File: config.mk
export PLATFORM = sky130hd
export DESIGN_NAME = fetch_ctrl
export DESIGN_NICKNAME = d
export VERILOG_FILES = /design/src/rtl/fetch_ctrl.sv
export SDC_FILE = /design/constraint.sdc
export NUM_CORES = 1
export LEC_CHECK = 0
export CORE_MARGIN = 8
export CORE_UTILIZATION = 50
export DETAILED_ROUTE_END_ITERATION = 6
export GPL_ROUTABILITY_DRIVEN = 0
export PLACE_DENSITY = 0.8
export SYNTH_ARGS = -nofsm -noshare
export SYNTH_HDL_FRONTEND = slang
export SYNTH_SLANG_ARGS = --single-unit
export TNS_END_PERCENT = 10
File: constraint.sdc
create_clock -name clock -period 2.4 [get_ports clock]
set_clock_uncertainty 0.05 [all_clocks]
set_input_delay 0.6 -clock clock [delete_from_list [all_inputs] [get_ports clock]]
set_output_delay 0.6 -clock clock [all_outputs]
set_load 0.02 [all_outputs]
File: src/rtl/fetch_ctrl.sv
// Instruction fetch controller: one outstanding imem request, IF/ID register,
// one-entry skid buffer for responses that arrive while ID is stalled.
module fetch_ctrl #(
  parameter logic [31:0] RESET_PC = 32'h0000_0000
) (
  input  logic        clock,
  input  logic        reset,
  output logic        io_imem_req_valid,
  output logic [31:0] io_imem_req_addr,
  input  logic        io_imem_req_ready,
  input  logic        io_imem_resp_valid,
  input  logic [31:0] io_imem_resp_data,
  input  logic        io_redirect_valid,
  input  logic [31:0] io_redirect_pc,
  input  logic        io_id_stall,
  output logic        io_id_valid,
  output logic [31:0] io_id_pc,
  output logic [31:0] io_id_inst,
  output logic [31:0] io_fetch_count,
  output logic [2:0]  io_state
);

  typedef enum logic [2:0] {
    IDLE  = 3'd0,
    REQ   = 3'd1,
    WAIT  = 3'd2,
    BUF   = 3'd3,
    DRAIN = 3'd4
  } state_t;

  state_t      state_r, state_s;
  logic [31:0] pc_r, pc_s;
  logic        req_valid_r;
  logic        id_valid_r, id_valid_s;
  logic [31:0] id_pc_r, id_pc_s;
  logic [31:0] id_inst_r, id_inst_s;
  logic [31:0] skid_pc_r, skid_pc_s;
  logic [31:0] skid_inst_r, skid_inst_s;
  logic [31:0] fetch_count_r;
  logic        count_inc_s;
  logic        consume_s;
  logic        slot_free_s;
  logic        handshake_s;

  assign consume_s   = id_valid_r & ~io_id_stall;
  assign slot_free_s = ~id_valid_r | consume_s;
  assign handshake_s = (state_r == REQ) & io_imem_req_ready;

  // Next-state, PC, IF/ID and skid buffer; redirect overrides stall and delivery
  always_comb begin
    state_s     = state_r;
    pc_s        = pc_r;
    id_valid_s  = id_valid_r & ~consume_s;
    id_pc_s     = id_pc_r;
    id_inst_s   = id_inst_r;
    skid_pc_s   = skid_pc_r;
    skid_inst_s = skid_inst_r;
    count_inc_s = 1'b0;
    if (io_redirect_valid) begin
      id_valid_s = 1'b0;
      pc_s       = io_redirect_pc;
      case (state_r)
        IDLE:    state_s = REQ;
        REQ:     state_s = handshake_s ? DRAIN : REQ;
        WAIT:    state_s = io_imem_resp_valid ? REQ : DRAIN;
        BUF:     state_s = REQ;
        DRAIN:   state_s = io_imem_resp_valid ? REQ : DRAIN;
        default: state_s = IDLE;
      endcase
    end else begin
      case (state_r)
        IDLE: state_s = REQ;
        REQ: begin
          if (handshake_s) begin
            state_s = WAIT;
          end else begin
            state_s = REQ;
          end
        end
        WAIT: begin
          if (io_imem_resp_valid) begin
            pc_s = pc_r + 32'd4;
            if (slot_free_s) begin
              id_valid_s  = 1'b1;
              id_pc_s     = pc_r;
              id_inst_s   = io_imem_resp_data;
              count_inc_s = 1'b1;
              state_s     = REQ;
            end else begin
              skid_pc_s   = pc_r;
              skid_inst_s = io_imem_resp_data;
              state_s     = BUF;
            end
          end else begin
            state_s = WAIT;
          end
        end
        BUF: begin
          if (slot_free_s) begin
            id_valid_s  = 1'b1;
            id_pc_s     = skid_pc_r;
            id_inst_s   = skid_inst_r;
            count_inc_s = 1'b1;
            state_s     = REQ;
          end else begin
            state_s = BUF;
          end
        end
        DRAIN: begin
          if (io_imem_resp_valid) begin
            state_s = REQ;
          end else begin
            state_s = DRAIN;
          end
        end
        default: state_s = IDLE;
      endcase
    end
  end

  // State and datapath registers with synchronous active-low reset
  always_ff @(posedge clock) begin
    if (!reset) begin
      state_r       <= IDLE;
      pc_r          <= RESET_PC;
      req_valid_r   <= 1'b0;
      id_valid_r    <= 1'b0;
      id_pc_r       <= 32'd0;
      id_inst_r     <= 32'd0;
      skid_pc_r     <= 32'd0;
      skid_inst_r   <= 32'd0;
      fetch_count_r <= 32'd0;
    end else begin
      state_r     <= state_s;
      pc_r        <= pc_s;
      req_valid_r <= (state_s == REQ);
      id_valid_r  <= id_valid_s;
      id_pc_r     <= id_pc_s;
      id_inst_r   <= id_inst_s;
      skid_pc_r   <= skid_pc_s;
      skid_inst_r <= skid_inst_s;
      if (count_inc_s) begin
        fetch_count_r <= fetch_count_r + 32'd1;
      end
    end
  end

  assign io_imem_req_valid = req_valid_r;
  assign io_imem_req_addr  = pc_r;
  assign io_id_valid       = id_valid_r;
  assign io_id_pc          = id_pc_r;
  assign io_id_inst        = id_inst_r;
  assign io_fetch_count    = fetch_count_r;
  assign io_state          = state_r;

endmodule

### After elaboration in Yosys (flattened, before gate mapping)

Cells that the tools add are included.

| operators by class | value |
|---|---|
| eq/ne operators | 8 |
| reductions and logical operators | 10 |
| bitwise logic cells | 10 |
| mux-type cells | 26 |
| add/subtract/negate cells | 2 |

Operators with widths:

| kind | count |
|---|---|
| 32-bit 2-to-1 mux | 9 |
| 32-bit one-hot mux with 2 select lines | 2 |
| 32-bit by 1-bit adder with 32-bit output, second input constant | 1 |
| 32-bit by 3-bit adder with 32-bit output, second input constant | 1 |
| 3-bit one-hot mux with 5 select lines | 1 |
| 3-bit 2-to-1 mux | 4 |
| 3-bit one-hot mux with 3 select lines | 1 |
| 3-bit by 1-bit equality test with 1-bit output, second input constant | 2 |
| 3-bit by 2-bit equality test with 1-bit output, second input constant | 2 |
| 2-bit inequality test, second input constant | 3 |
| 1-bit inverter | 6 |
| 2-bit nonzero test | 3 |
| 2-bit OR reduction | 3 |
| 1-bit 2-to-1 mux | 5 |
| 5-bit AND reduction | 1 |
| 2-bit 2-to-1 mux | 2 |
| 1-bit one-hot mux with 2 select lines | 2 |
| 4-bit AND reduction | 1 |
| 1-bit AND | 3 |
| 3-bit equality test, second input constant | 1 |
| 3-bit logical NOT | 1 |
| 2-bit AND reduction | 1 |
| 1-bit OR | 1 |

| word-level totals | value |
|---|---|
| output and inout bits | 133 |
| logic and storage cells | 65 |
| bits in registers | 197 |
| bits of input ports | 70 |

### Depth between registers and ports, before layout

Gate-level depths: netlist of run 1.

| depth | value |
|---|---|
| depth after elaboration | 8 |
| mapped depth | 8 |
| mapped depth without buffers | 5 |

### Worst setup path before layout of run 1

No wires, ideal clock.

| path | value |
|---|---|
| path kind | register to register |
| start | reg state_r[0] (netlist: io_state[0]) |
| end | reg pc_r[31] (netlist: io_imem_req_addr[31]) |
| clock period less this slack | 2163 ps |
| data required time | 2287 ps |
| path buffers | 3 |
| setup slack | 237 ps |
| arrival | 2050 ps |
| cell stages (with the launch flop) | 8 |
| cell sequence | dfxtp_1 > buf_6 > nand4bb_1 > buf_2 > or4_1 > buf_2 > or4_1 > nand3_1 |

| between the ends | value |
|---|---|
| word-level cells in the longest chain between the ends | 3 |

Ends and longest elaborated chain:

| element | line | RTL |
|---|---|---|
| start, declared | 31 | `state_t state_r, state_s;` |
| start signal, assigned | 134 | `state_r <= state_s;` |
| 3-bit by 2-bit equality test with 1-bit output | 71 | `case (state_r)` |
| 2-bit nonzero test (no line) | n/a |  |
| 2-bit AND reduction (no line) | n/a |  |
| end signal, assigned | 135 | `pc_r <= pc_s;` |
| end, declared | 32 | `logic [31:0] pc_r, pc_s;` |

Every way passes these cells.
A chain may end at the register's enable or synchronous reset.

### Worst setup path after layout of run 1

| path | value |
|---|---|
| start | in io_imem_resp_valid |
| end | reg pc_r[18] (netlist: io_imem_req_addr[18]) |

| between the ends | value |
|---|---|
| word-level cells in the longest chain between the ends | 2 |

Ends and longest elaborated chain:

| element | line | RTL |
|---|---|---|
| start, declared | 11 | `input logic io_imem_resp_valid,` |
| 2-bit nonzero test (no line) | n/a |  |
| 2-bit AND reduction (no line) | n/a |  |

Every way passes these cells.

==> results of run 1 <==
-- stage by stage --
step	instances	instance area, um2
floorplan	1015	8650
global placement	1421	11300
detailed placement	1421	11300
CTS	1453	11900
global route	1453	11900
finish	1453	11900
-- layer usage --
layer	wire (um)	part of all wire, %	vias up
met5	0	0	-
met4	768	3.1	0
met3	1730	7.0	45
met2	11300	46	288
met1	11000	44	3780
li1	-	-	4065
-- cell type report --
type                    count  area [um2]
multi-input cells         721        4360
clock inverters            12         156
clock buffers              20         467
flip-flops and latches    197        3950
repair buffers            272        2670
well taps                 225         282
fillers                  1410        5210
inverters                   6        25.0
-- Yosys cell counts, types with 3 or more instances --
cell type / n / area share, %
o21ai_0: 30 / 1.7
xor2_1: 10 / 1.0
nor2b_1: 3 / 0.22
a311oi_1: 6 / 0.61
buf_2: 14 / 0.81
nor4_1: 11 / 0.80
inv_1: 6 / 0.26
nor4b_1: 4 / 0.41
and3_1: 9 / 0.65
nand4_1: 29 / 2.1
and2_1: 3 / 0.22
nor3_1: 9 / 0.52
o31ai_1: 18 / 1.6
nand2b_1: 7 / 0.51
mux2i_1: 72 / 8.3
a21oi_1: 94 / 5.4
a211oi_1: 69 / 6.0
or3_1: 10 / 0.72
and4_1: 9 / 0.91
o21a_1: 4 / 0.35
a31oi_1: 4 / 0.29
a32oi_1: 3 / 0.30
or4_1: 24 / 2.1
clkbuf_1: 69 / 3.0
nor2_1: 87 / 3.8
xnor2_1: 5 / 0.51
buf_1: 5 / 0.22
nand3_1: 26 / 1.5
dfxtp_1: 197 / 46
nand2_1: 150 / 6.5
nor3b_1: 4 / 0.35
-- worst min-delay path, stage by stage, from the launching register on --
cell and delay [ps]:
dfxtp_1 310, nand2_1 50, a21oi_1 50
-- state kept, by name, indices dropped and copies added (netlist names) --
| name | flops |
|---|---|
| io_imem_req_valid | 1 |
| skid_pc_r | 32 |
| io_id_inst | 32 |
| io_imem_req_addr | 32 |
| io_state | 3 |
| io_fetch_count | 32 |
| io_id_valid | 1 |
| io_id_pc | 32 |
| skid_inst_r | 32 |
-- how the worst max path moves through the flow --
stage	from	endpoint	slack, ps	depth (start not counted)
after floorplan	io_state[0]	io_imem_req_addr[31]	240	7
after global routing	io_imem_resp_valid	io_fetch_count[22]	-20	7
after CTS	io_imem_resp_valid	io_imem_req_addr[18]	50	6
final	io_imem_resp_valid	io_imem_req_addr[18]	70	6
after detailed placement	io_imem_resp_valid	io_imem_req_addr[18]	-400	6
after global placement	io_imem_resp_valid	io_imem_req_addr[18]	-330	6
-- power breakdown --
group          switching [mW]  total [mW]  internal, mW  leakage, nW
combinational           0.366       0.720         0.354         2.46
sequential             0.0649        3.39          3.33         1.60
clock                    1.35        3.01          1.66        0.305
total                    1.78        7.12          5.34         4.36
-- what timing repair did --
| action | 4_1_cts | 5_1_grt |
|---|---|---|
| setup buffers | 0 | 0 |
| resized for setup | 0 | 2 |
| endpoints found under the setup margin | 0 | 3 |
-- kinds of logic after synthesis --
group / Yosys count / share of synthesized area [%]
AOI/OAI and AO/OA: 236 / 17.1
and+or+nand+nor: 396 / 22.6
buffers and inverters: 97 / 4.53
muxes: 72 / 8.33
xor gates and xnor gates: 15 / 1.52
adders and majority gates: 2 / 0.289
DFF: 197 / 45.6
==> results.sh, run 1 <==
export IMPL_via_count=8178
export IMPL_reg2reg_depth=4
export IMPL_reg2reg_from="io_fetch_count[8]"
export IMPL_cts_tree="done"
export IMPL_via_per_inst=5.63
export IMPL_slew_violations=0
export IMPL_fin_setup_tns_ps=0
export IMPL_finalWorstSetupSlack_ps=66.8
export IMPL_drive_gt1_share_pct=9.45
export IMPL_rows=48
export IMPL_layout_nets=1287
export IMPL_cp_top_family="simple AND/OR/NAND/NOR gates"
export IMPL_worstSkewPairLatency_ps=440
export IMPL_final_common_cell="clkdlybuf4s50_1"
export IMPL_antenna_found_initial=0
export IMPL_clock_sinks=197
export IMPL_use_met3_pct=5.90
export IMPL_io_pins=203
export IMPL_seq_area_frac_synth_pct=45.6
export IMPL_clk_pin_slew_worst_paths_ps=70
export IMPL_hp_start="skid_inst_r[8]"
export IMPL_period_minus_slack_ps=2330
export IMPL_clk_path_buf_depth=2
export IMPL_cts_buffers_inserted=17
export IMPL_dieArea_um2=21800
export IMPL_critPathKind="in2reg"
export IMPL_synth_area_um2=8650
export IMPL_io_buffers=202
export IMPL_drc=0
export IMPL_initial_core_util_pct=50.5
export IMPL_drt_wl_total_um=24800
export IMPL_grt_util_all_layers_pct=22.1
export IMPL_cts_root_buf="clkbuf_16"
export IMPL_use_met1_pct=27.8
export IMPL_grt_pass1_vias=7781
export IMPL_r2r_slack_ps=210
export IMPL_busiest_layer="met2"
export IMPL_period_share_pct=97.2
export IMPL_slew_headroom_pct=50.7
export IMPL_max_freq_mhz=429
export IMPL_synth_seq_cells=197
export IMPL_synthesis_nets=1087
export IMPL_p_leak_nw=4.36
export IMPL_dp_worst_setup_slack_ps=-402
export IMPL_syn_to_final_growth_pct=37.6
export IMPL_cp_start_kind="primary input"
export IMPL_diodes=0
export IMPL_max_cap_violations=0
export IMPL_layout_common_cells="clkdlybuf4s50_1 (202), dfxtp_1 (196), nand2_1 (150)"
export IMPL_synthArstFlopShare_pct=0
export IMPL_arrival_ps=2630
export IMPL_holdWs_ps=404
export IMPL_cp_num_buf_inv=2
export IMPL_cts_max_level=4
export IMPL_drtIter0Drc=554
export IMPL_dp_hpwl_um=17300
export IMPL_ir_drop_uv=522
export IMPL_required_ps=2700
export IMPL_synth_cell_types=51
export IMPL_worst_pin_slew_ps=737
export IMPL_hold_end="skid_inst_r[8]"
export IMPL_critical_path_slowest_cell="or4_1"
export IMPL_ys_warn_count=0
export IMPL_cp_max_fo=9
export IMPL_status="finished clean"
export IMPL_grt_max_degree=76
export IMPL_power_density_nw_per_um2=598
export IMPL_end_kind="register"
export IMPL_met2_usage_pct=34.7
export IMPL_firstDrtPassIters=5
export IMPL_grt_pass1_wl_um=39800
export IMPL_syn_avg_cell_area_um2=8.52
export IMPL_hold_depth=2
export IMPL_syn_inst=1015
export IMPL_grt_overflow_total=0
export IMPL_fin_util_pct=69.5
export IMPL_setup_viol=0
export IMPL_ant_nets=0
export IMPL_wl_per_cell_um=17.1
export IMPL_synth_edff_count=0
export IMPL_power_mw=7.12
export IMPL_hp_class="reg2reg"
export IMPL_coreArea_um2=17100
export IMPL_worstPathCellList="clkdlybuf4s50_1, nand4bb_4, or4_1, buf_4, or3_1, a31oi_1"
export IMPL_finalHoldViolCount=0
export IMPL_max_stage_delay_ps=600
export IMPL_ys_flop_type="dfxtp_1"
export IMPL_die_w_um=148
export IMPL_cts_hold_fix_buffers=0
export IMPL_reg2reg_to="io_fetch_count[22]"
export IMPL_chipHeight_um=148
(Power assumes the default switching activity.)
==> run 2, diff against run 1 <==
- REMOVE_ABC_BUFFERS: unset -> 1
==> run 2 against run 1 <==
Compared with the run above:
- design area decreased by 1.5%
- worst hold slack about the same
- sequential share of layout area increased by 0.49 points
- global-route usage decreased by 0.10 points
- wire length decreased by 1.9%
- sequential power about the same
- final cell count decreased by 0.89%
- critical endpoint is now io_imem_req_addr[28]
==> results.sh, run 2 (synthesized netlist as in run 1, its figures left out) <==
export IMPL_rsz0062_at_grt="no"
export IMPL_slew_headroom_pct=59.3
export IMPL_end_kind="output pin"
export IMPL_hold_depth=2
export IMPL_cts_max_level=4
export IMPL_drc=0
export IMPL_syn_to_final_growth_pct=35.6
export IMPL_cp_top_family="buffers and inverters"
export IMPL_critical_path_slowest_cell="clkdlybuf4s50_1"
export IMPL_cts_tree="done"
export IMPL_worstPathCellList="clkdlybuf4s50_1"
export IMPL_layout_nets=1273
export IMPL_layout_common_cells="clkdlybuf4s50_1 (201), dfxtp_1 (197), nand2_1 (150)"
export IMPL_dieArea_um2=21800
export IMPL_antenna_found_initial=0
export IMPL_grt_util_all_layers_pct=22.0
export IMPL_cts_hold_fix_buffers=0
export IMPL_status="finished clean"
export IMPL_fin_cells=1440
export IMPL_hp_start="skid_pc_r[19]"
export IMPL_via_count=8128
export IMPL_io_buffers=202
export IMPL_final_common_cell="clkdlybuf4s50_1"
export IMPL_hp_class="reg2reg"
export IMPL_cp_num_buf_inv=1
export IMPL_power_density_nw_per_um2=592
export IMPL_drt_wl_total_um=24300
export IMPL_grt_overflow_total=0
export IMPL_chipHeight_um=148
export IMPL_drtIter0Drc=611
export IMPL_period_minus_slack_ps=2280
export IMPL_worstSkewPairLatency_ps=440
export IMPL_rows=48
export IMPL_arrival_ps=1630
export IMPL_ir_drop_uv=529
export IMPL_finalHoldViolCount=0
export IMPL_period_share_pct=95.1
export IMPL_fin_util_pct=68.5
export IMPL_hold_end="skid_pc_r[19]"
export IMPL_ant_nets=0
export IMPL_cts_root_buf="clkbuf_16"
export IMPL_clk_path_buf_depth=2
export IMPL_cp_max_fo=8
export IMPL_worst_pin_slew_ps=610
export IMPL_grt_pass1_wl_um=39700
export IMPL_place_area_um2=11100
export IMPL_reg2reg_to="io_fetch_count[29]"
export IMPL_max_stage_delay_ps=700
export IMPL_clk_pin_slew_worst_paths_ps=70
export IMPL_fin_setup_tns_ps=0
export IMPL_grt_pass1_vias=7677
export IMPL_slew_violations=0
export IMPL_reg2reg_from="io_fetch_count[8]"
export IMPL_setup_viol=0
export IMPL_ctsResizeCount=0
export IMPL_fin_area_um2=11700
export IMPL_via_per_inst=5.64
export IMPL_dp_cells=1407
export IMPL_coreArea_um2=17100
export IMPL_max_cap_violations=0
export IMPL_firstDrtPassIters=5
export IMPL_power_mw=6.94
export IMPL_cts_setup_buffers=0
export IMPL_critPathKind="reg2out"
export IMPL_die_w_um=148
export IMPL_required_ps=1750
export IMPL_wl_per_cell_um=16.9
export IMPL_cp_start_kind="register"
export IMPL_initial_core_util_pct=50.5
export IMPL_io_pins=203
export IMPL_dp_hpwl_um=16500
export IMPL_clock_sinks=197
export IMPL_r2r_slack_ps=180
export IMPL_grt_max_degree=129
export IMPL_n_fill_cell=1417
export IMPL_cts_buffers_inserted=17
export IMPL_p_leak_nw=4.27
export IMPL_drive_gt1_share_pct=8.15
export IMPL_reg2reg_depth=4
export IMPL_max_freq_mhz=438
run 2: where the power goes:
group          leakage, nW  internal [mW]  switching (mW)
logic                 2.39          0.342           0.358
clock network        0.286           1.49            1.37
registers             1.60           3.33          0.0579
run 2: per-layer routing:
layer  vias to the layer above  track usage [%]  share of wire, %
met1                      3820             28.6                45
met5                         -                0                 0
li1                       4049                -                 -
met4                         0             6.94               1.9
met2                       230             35.4                46
met3                        29             5.17               6.5
run 2: layout make-up:
class                      count  area, um2  area share (%)
multi-input combinational    721       4330            37.0
timing repair buffer         258       2550            21.7
inverter                       6       25.0           0.213
tap                          225        282            2.40
clock inverter                14        160            1.37
clock buffer                  18        429            3.66
antenna                        1       2.50          0.0213
sequential                   197       3940            33.6
run 2: tightest hold or removal path: stages, from the launching register on:
cell and delay [ps]:
dfxtp_1 310, nand2_1 50, a21oi_1 50
run 2: worst max path at each step:
stage | from | slack, ps | endpoint | depth (start not counted)
finish | io_imem_req_addr[28] | 120 | io_imem_req_addr[28] | 1
global route | io_imem_req_addr[28] | 30 | io_imem_req_addr[28] | 1
CTS | io_imem_req_addr[28] | 100 | io_imem_req_addr[28] | 1
detailed placement | io_imem_resp_valid | -280 | io_imem_req_addr[16] | 6
global placement | io_imem_resp_valid | -250 | io_imem_req_addr[16] | 6
floorplan | io_redirect_valid | -3500 | io_fetch_count[1] | 4
run 2: through the flow:
| step | setup slack [ps] | hold slack (ps) |
|---|---|---|
| finish | 118 | 404 |
| global route | 31.2 | 423 |
| CTS | 104 | 406 |
| detailed placement | -276 | 396 |
| global placement | -254 | 390 |
| floorplan | -3500 | 386 |
==> run 3, diff against run 2 <==
- CORE_MARGIN: 8 -> unset
- SKIP_CTS_REPAIR_TIMING: unset -> 1
- TNS_END_PERCENT: 10 -> unset
==> run 3 against run 2 <==
Compared with the run above:
- sequential share of layout area fell by 0.51 points
- sequential cell count is the same
- design area is 1.5% higher
- worst hold slack improved by 0.65 ps
- worst setup slack got worse by 9.1 ps
- core utilization up 2.5 points
- non-clock buffer count up 18
- critical path depth is 5 higher
- sequential power barely moved
- largest power group unchanged
==> results.sh, run 3 (synthesized netlist as in run 1, its figures left out) <==
export IMPL_drive_gt1_share_pct=9.42
export IMPL_io_pins=203
export IMPL_dieArea_um2=17800
export IMPL_clock_power_share_pct=42.5
export IMPL_cp_max_fo=9
export IMPL_setup_viol=0
export IMPL_ant_nets=0
export IMPL_cts_max_level=4
export IMPL_arrival_ps=2600
export IMPL_period_minus_slack_ps=2290
export IMPL_diodes=0
export IMPL_period_share_pct=95.5
export IMPL_cts_tree="done"
export IMPL_coreArea_um2=16800
export IMPL_reg2reg_from="io_fetch_count[8]"
export IMPL_rows=47
export IMPL_layout_common_cells="clkdlybuf4s50_1 (202), dfxtp_1 (197), nand2_1 (150)"
export IMPL_required_ps=2710
export IMPL_status="finished clean"
export IMPL_via_per_inst=5.70
export IMPL_switching_power_mw=1.73
export IMPL_grt_max_degree=77
export IMPL_worst_pin_slew_ps=519
export IMPL_end_kind="register"
export IMPL_power_mw=7.13
export IMPL_finalHoldViolCount=0
export IMPL_fin_area_um2=11900
export IMPL_power_density_nw_per_um2=599
export IMPL_hp_class="reg2reg"
export IMPL_drtIter0Drc=465
export IMPL_grt_pass1_wl_um=37700
export IMPL_io_buffers=202
export IMPL_clk_pin_slew_worst_paths_ps=70
export IMPL_p_int_mw=5.40
export IMPL_rsz0062_at_grt="no"
export IMPL_grt_pass1_vias=7559
export IMPL_antenna_found_initial=0
export IMPL_final_common_cell="clkdlybuf4s50_1"
export IMPL_slew_headroom_pct=65.3
export IMPL_syn_to_final_growth_pct=37.7
export IMPL_slew_violations=0
export IMPL_chipHeight_um=134
export IMPL_via_count=8274
export IMPL_grt_util_all_layers_pct=26.1
export IMPL_layout_nets=1291
export IMPL_die_w_um=134
export IMPL_ir_drop_uv=540
export IMPL_cts_buffers_inserted=17
export IMPL_p_leak_nw=4.38
export IMPL_clk_path_buf_depth=2
export IMPL_crit_start="io_imem_resp_valid"
export IMPL_firstDrtPassIters=5
export IMPL_wl_per_cell_um=16.1
export IMPL_place_area_um2=11300
export IMPL_critPathKind="in2reg"
export IMPL_clock_sinks=197
export IMPL_max_cap_violations=0
export IMPL_dp_hpwl_um=15700
export IMPL_max_freq_mhz=436
export IMPL_hp_start="skid_inst_r[31]"
export IMPL_initial_core_util_pct=51.6
export IMPL_cts_root_buf="clkbuf_16"
export IMPL_seq_power_share_pct=47.5
export IMPL_worstSkewPairLatency_ps=430
export IMPL_pwr_share_comb_pct=10.1
export IMPL_grt_overflow_total=0
export IMPL_cp_start_kind="primary input"
export IMPL_netSwitchingFraction_pct=24.2
export IMPL_drt_wl_total_um=23400
export IMPL_drc=0
==> run 3: changes by cell type in the layout (fill, tap and decap cells not counted) <==
cell / previous run / this run
inv_4: 1 / 0
buf_2: 1 / 0
clkinv_4: 4 / 2
bufinv_16: 1 / 3
buf_4: 47 / 64
inv_6: 3 / 5
clkdlybuf4s50_1: 201 / 202
clkinv_8: 1 / 0
clkinv_2: 0 / 1
inv_8: 4 / 1
diode_2: 1 / 0
buf_12: 9 / 10
clkbuf_8: 0 / 2
==> run 3: area by class of cell <==
type                            count  area (um2)
Clock buffer                       20         457
Timing Repair Buffer              276        2700
Fill cell                        1344        4850
Sequential cell                   197        3940
Tap cell                          220         275
Clock inverter                     12         166
Inverter                            6        27.5
Multi-Input combinational cell    721        4330
==> run 3: path summary, 6_finish.rpt <==
kind / endpoint / slack [ps] / cells after the start
max: io_imem_req_addr[18] / 110 / 6
min: skid_inst_r[31] / 400 / 2
max reg2reg: io_fetch_count[24] / 200 / 4
min reg2reg: skid_inst_r[31] / 400 / 2
==> run 3: power by group through the flow <==
stage	Sequential (mW)	Clock [mW]	Combinational [mW]
after detailed placement	3.46	0	0.709
after floorplan	3.55	0	0.212
after global routing	3.39	3.18	0.766
after CTS	3.38	3.06	0.716
final	3.38	3.03	0.717
after global placement	3.46	0	0.703
==> run 3: per-stage QoR <==
step	setup TNS [ps]	instances	setup WS (ps)	util [%]	hold slack (ps)
after floorplan	-307750	924	-3500	-	386
after global placement	-20540	1420	-262	67.3	390
after detailed placement	-24690	1420	-291	67.3	396
after CTS	0	1452	125	71.0	406
after global routing	0	1452	6.02	71.0	419
final	0	1452	108	71.0	405
==> run 3: worst max-delay path, cell delays in order <==
cell and delay, ps:
clkdlybuf4s50_1 490, nand4bb_1 230, or4_1 620, buf_4 190, or3_1 300, a31oi_1 170
==> run 3: layer usage <==
layer	vias up	GRT usage, %	wire (um)
met3	30	3.84	1240
met5	-	0	0
met4	0	9.79	455
met2	261	42.9	11400
met1	3899	34.7	10400
li1	4084	-	-
==> edit (config.mk and constraints of run 2) <==
Make the reset (`reset`) asynchronous in one clocked block. Comments in the files are not updated.
--- a/src/rtl/fetch_ctrl.sv
+++ b/src/rtl/fetch_ctrl.sv
@@ -121,3 +121,3 @@
   // State and datapath registers with synchronous active-low reset
-  always_ff @(posedge clock) begin
+  always_ff @(posedge clock or negedge reset) begin
     if (!reset) begin
Check against the original RTL: differs if reset is asserted again (counterexample within 4 cycles, from zero or initial values and one cycle with reset low); with reset held inactive, the same outputs for 4 cycles.
==> edit against run 2 <==
  * Worst setup slack worse by 0.0025 ns
  * Area after synthesis rose by 2.0%
  * Via count fell by 16%
  * Wire length down 9.2%
  * Sequential cell count is the same
  * Largest cell class is now sequential cells
  * Final area rose by 3.0%
Power is not compared: it rests on default switching activity, and its combinational part moved more than twofold at a synthesized area within 25%.
==> edit: results (changes against run 2) <==
Crit path largest cell delay - 0.67 ns (-0.03 ns)
Clock buffers - 17 (-1)
Status - finished, final reports clean
Seq/Total Area, Yosys - 55.9% (+10 points)
Global-route wire length before repair - 35.7 mm (-10%)
Synth cell count leaders - 197 x dfrtp_1, 106 x nand2_1, 77 x o21ai_0
Placed Area - 0.0115 mm² (+2.9%)
Fillers - 1310 (-7.6%)
Post-synthesis adder-cell area fraction - 0.284% (-0.0057 points)
Post-synthesis average cell area - 11.2 µm² (+31%)
Leak pwr - 0.00580 µW
Actual slew at the worst max-slew pin - 0.451 ns (-0.159 ns)
Post-Route WL - 22.1 mm (-9.2%)
FF+latch area - 0.00493 mm² (+25%)
Largest net degree at the start of global routing - 50 (-61%)
Vias in the first global route - 6937 (-9.6%)
Switching power - 3550 µW
Ant. Diodes - 0 (-1)
Area of the multi-input gates - 0.00369 mm² (-15%)
Non-clock buffer share - 20.9% (-0.89 points)
Detailed Place HPWL - 15.7 mm (-5.0%)
Register share of the cell area - 40.8% (+7.2 points)
Post-synthesis mux area share - 15.8% (+7.5 points)
Async set-reset flop share out of synthesis - 100% (+100 points)
Initial antenna violation count - 1 (+1)
Buffers, non-clock - 251 (-2.7%)
Synth top area cells - dfrtp_1 56%, mux2_2 7.8%, mux2i_1 7.4%, nand2_1 4.5%, o21ai_0 4.4%
DRT iter0 DRCs - 427 (-30%)
Min-Delay Path Class - input port to asynchronous set/reset pin
Yosys cell types - 44 (-14%)
Wire per inst - 17.7 µm (+4.7%)
Post-Synth XOR/XNOR Area - 3.97% (+2.5 points)
Multi-In Gates - 537 (-26%)
Net count, final - 1084 (-15%)
Inverters - 8 (+2)
Share of post-route cells with drive strength above 1 - 14.7% (+6.6 points)
Total track usage - 19.9% (-2.1 points)
Tap Count - 225 (unchanged)
Vias - 6797 (-16%)
Critical Path Fanout Max - 9 (+1)
Post-synthesis compound-gate area fraction - 7.66% (-9.5 points)
Clk Latency, worst-skew pair - 0.43 ns
Clock-cell share of area - 5.15% (+0.12 points)
Dpl cells - 1218 (-13%)
## edit: changes by cell type after synthesis, moves of 47 or more
cell | before | now
a211oi_1 | 69 | 1
a21oi_1 | 94 | 2
dfrtp_1 | 0 | 197
dfxtp_1 | 197 | 0
mux2_2 | 0 | 61
nor2_1 | 87 | 27
o21ai_0 | 30 | 77
## edit: worst paths after layout
kind | cells after the start | from | slack [ns] | to
max in group asynchronous | 2 | reset | 1.63 | io_id_pc[5]
worst min register to register | 1 | io_fetch_count[31] | 0.42 | io_fetch_count[31]
worst min-delay path | 1 | reset | 0.04 | io_id_inst[18]
worst max register to register | 5 | io_imem_req_addr[2] | 0.12 | io_imem_req_addr[28]
min in group clock | 1 | io_fetch_count[31] | 0.42 | io_fetch_count[31]
worst max-delay path | 1 | io_imem_req_addr[5] | 0.12 | io_imem_req_addr[5]
## edit: worst register-to-register path, cell delays in order, from the launching register on
cell,delay (ns)
dfrtp_1,0.36
ha_1,0.17
and3_1,0.26
or4b_1,0.63
or4_1,0.57
a31oi_1,0.17
## edit: layer usage
| metal | share of wire (%) | routed length [µm] | track usage (%) | vias up |
|---|---|---|---|---|
| met5 | 0.059 | 13 | 0 | - |
| li1 | - | - | - | 3260 |
| met4 | 0.98 | 217 | 4.75 | 2 |
| met3 | 6.1 | 1350 | 5.01 | 20 |
| met2 | 48 | 10500 | 32.8 | 178 |
| met1 | 45 | 10000 | 25.9 | 3337 |
## edit: metrics by stage
step / power (µW) / setup slack (ns) / setup TNS [ns]
finish: 10800 / 0.115 / 0
global route: 11300 / 0.00196 / 0
CTS: 10900 / 0.102 / 0
detailed placement: 7940 / -0.297 / -10.92
global placement: 7830 / -0.271 / -8.27
floorplan: 6040 / -1.62 / -170.91
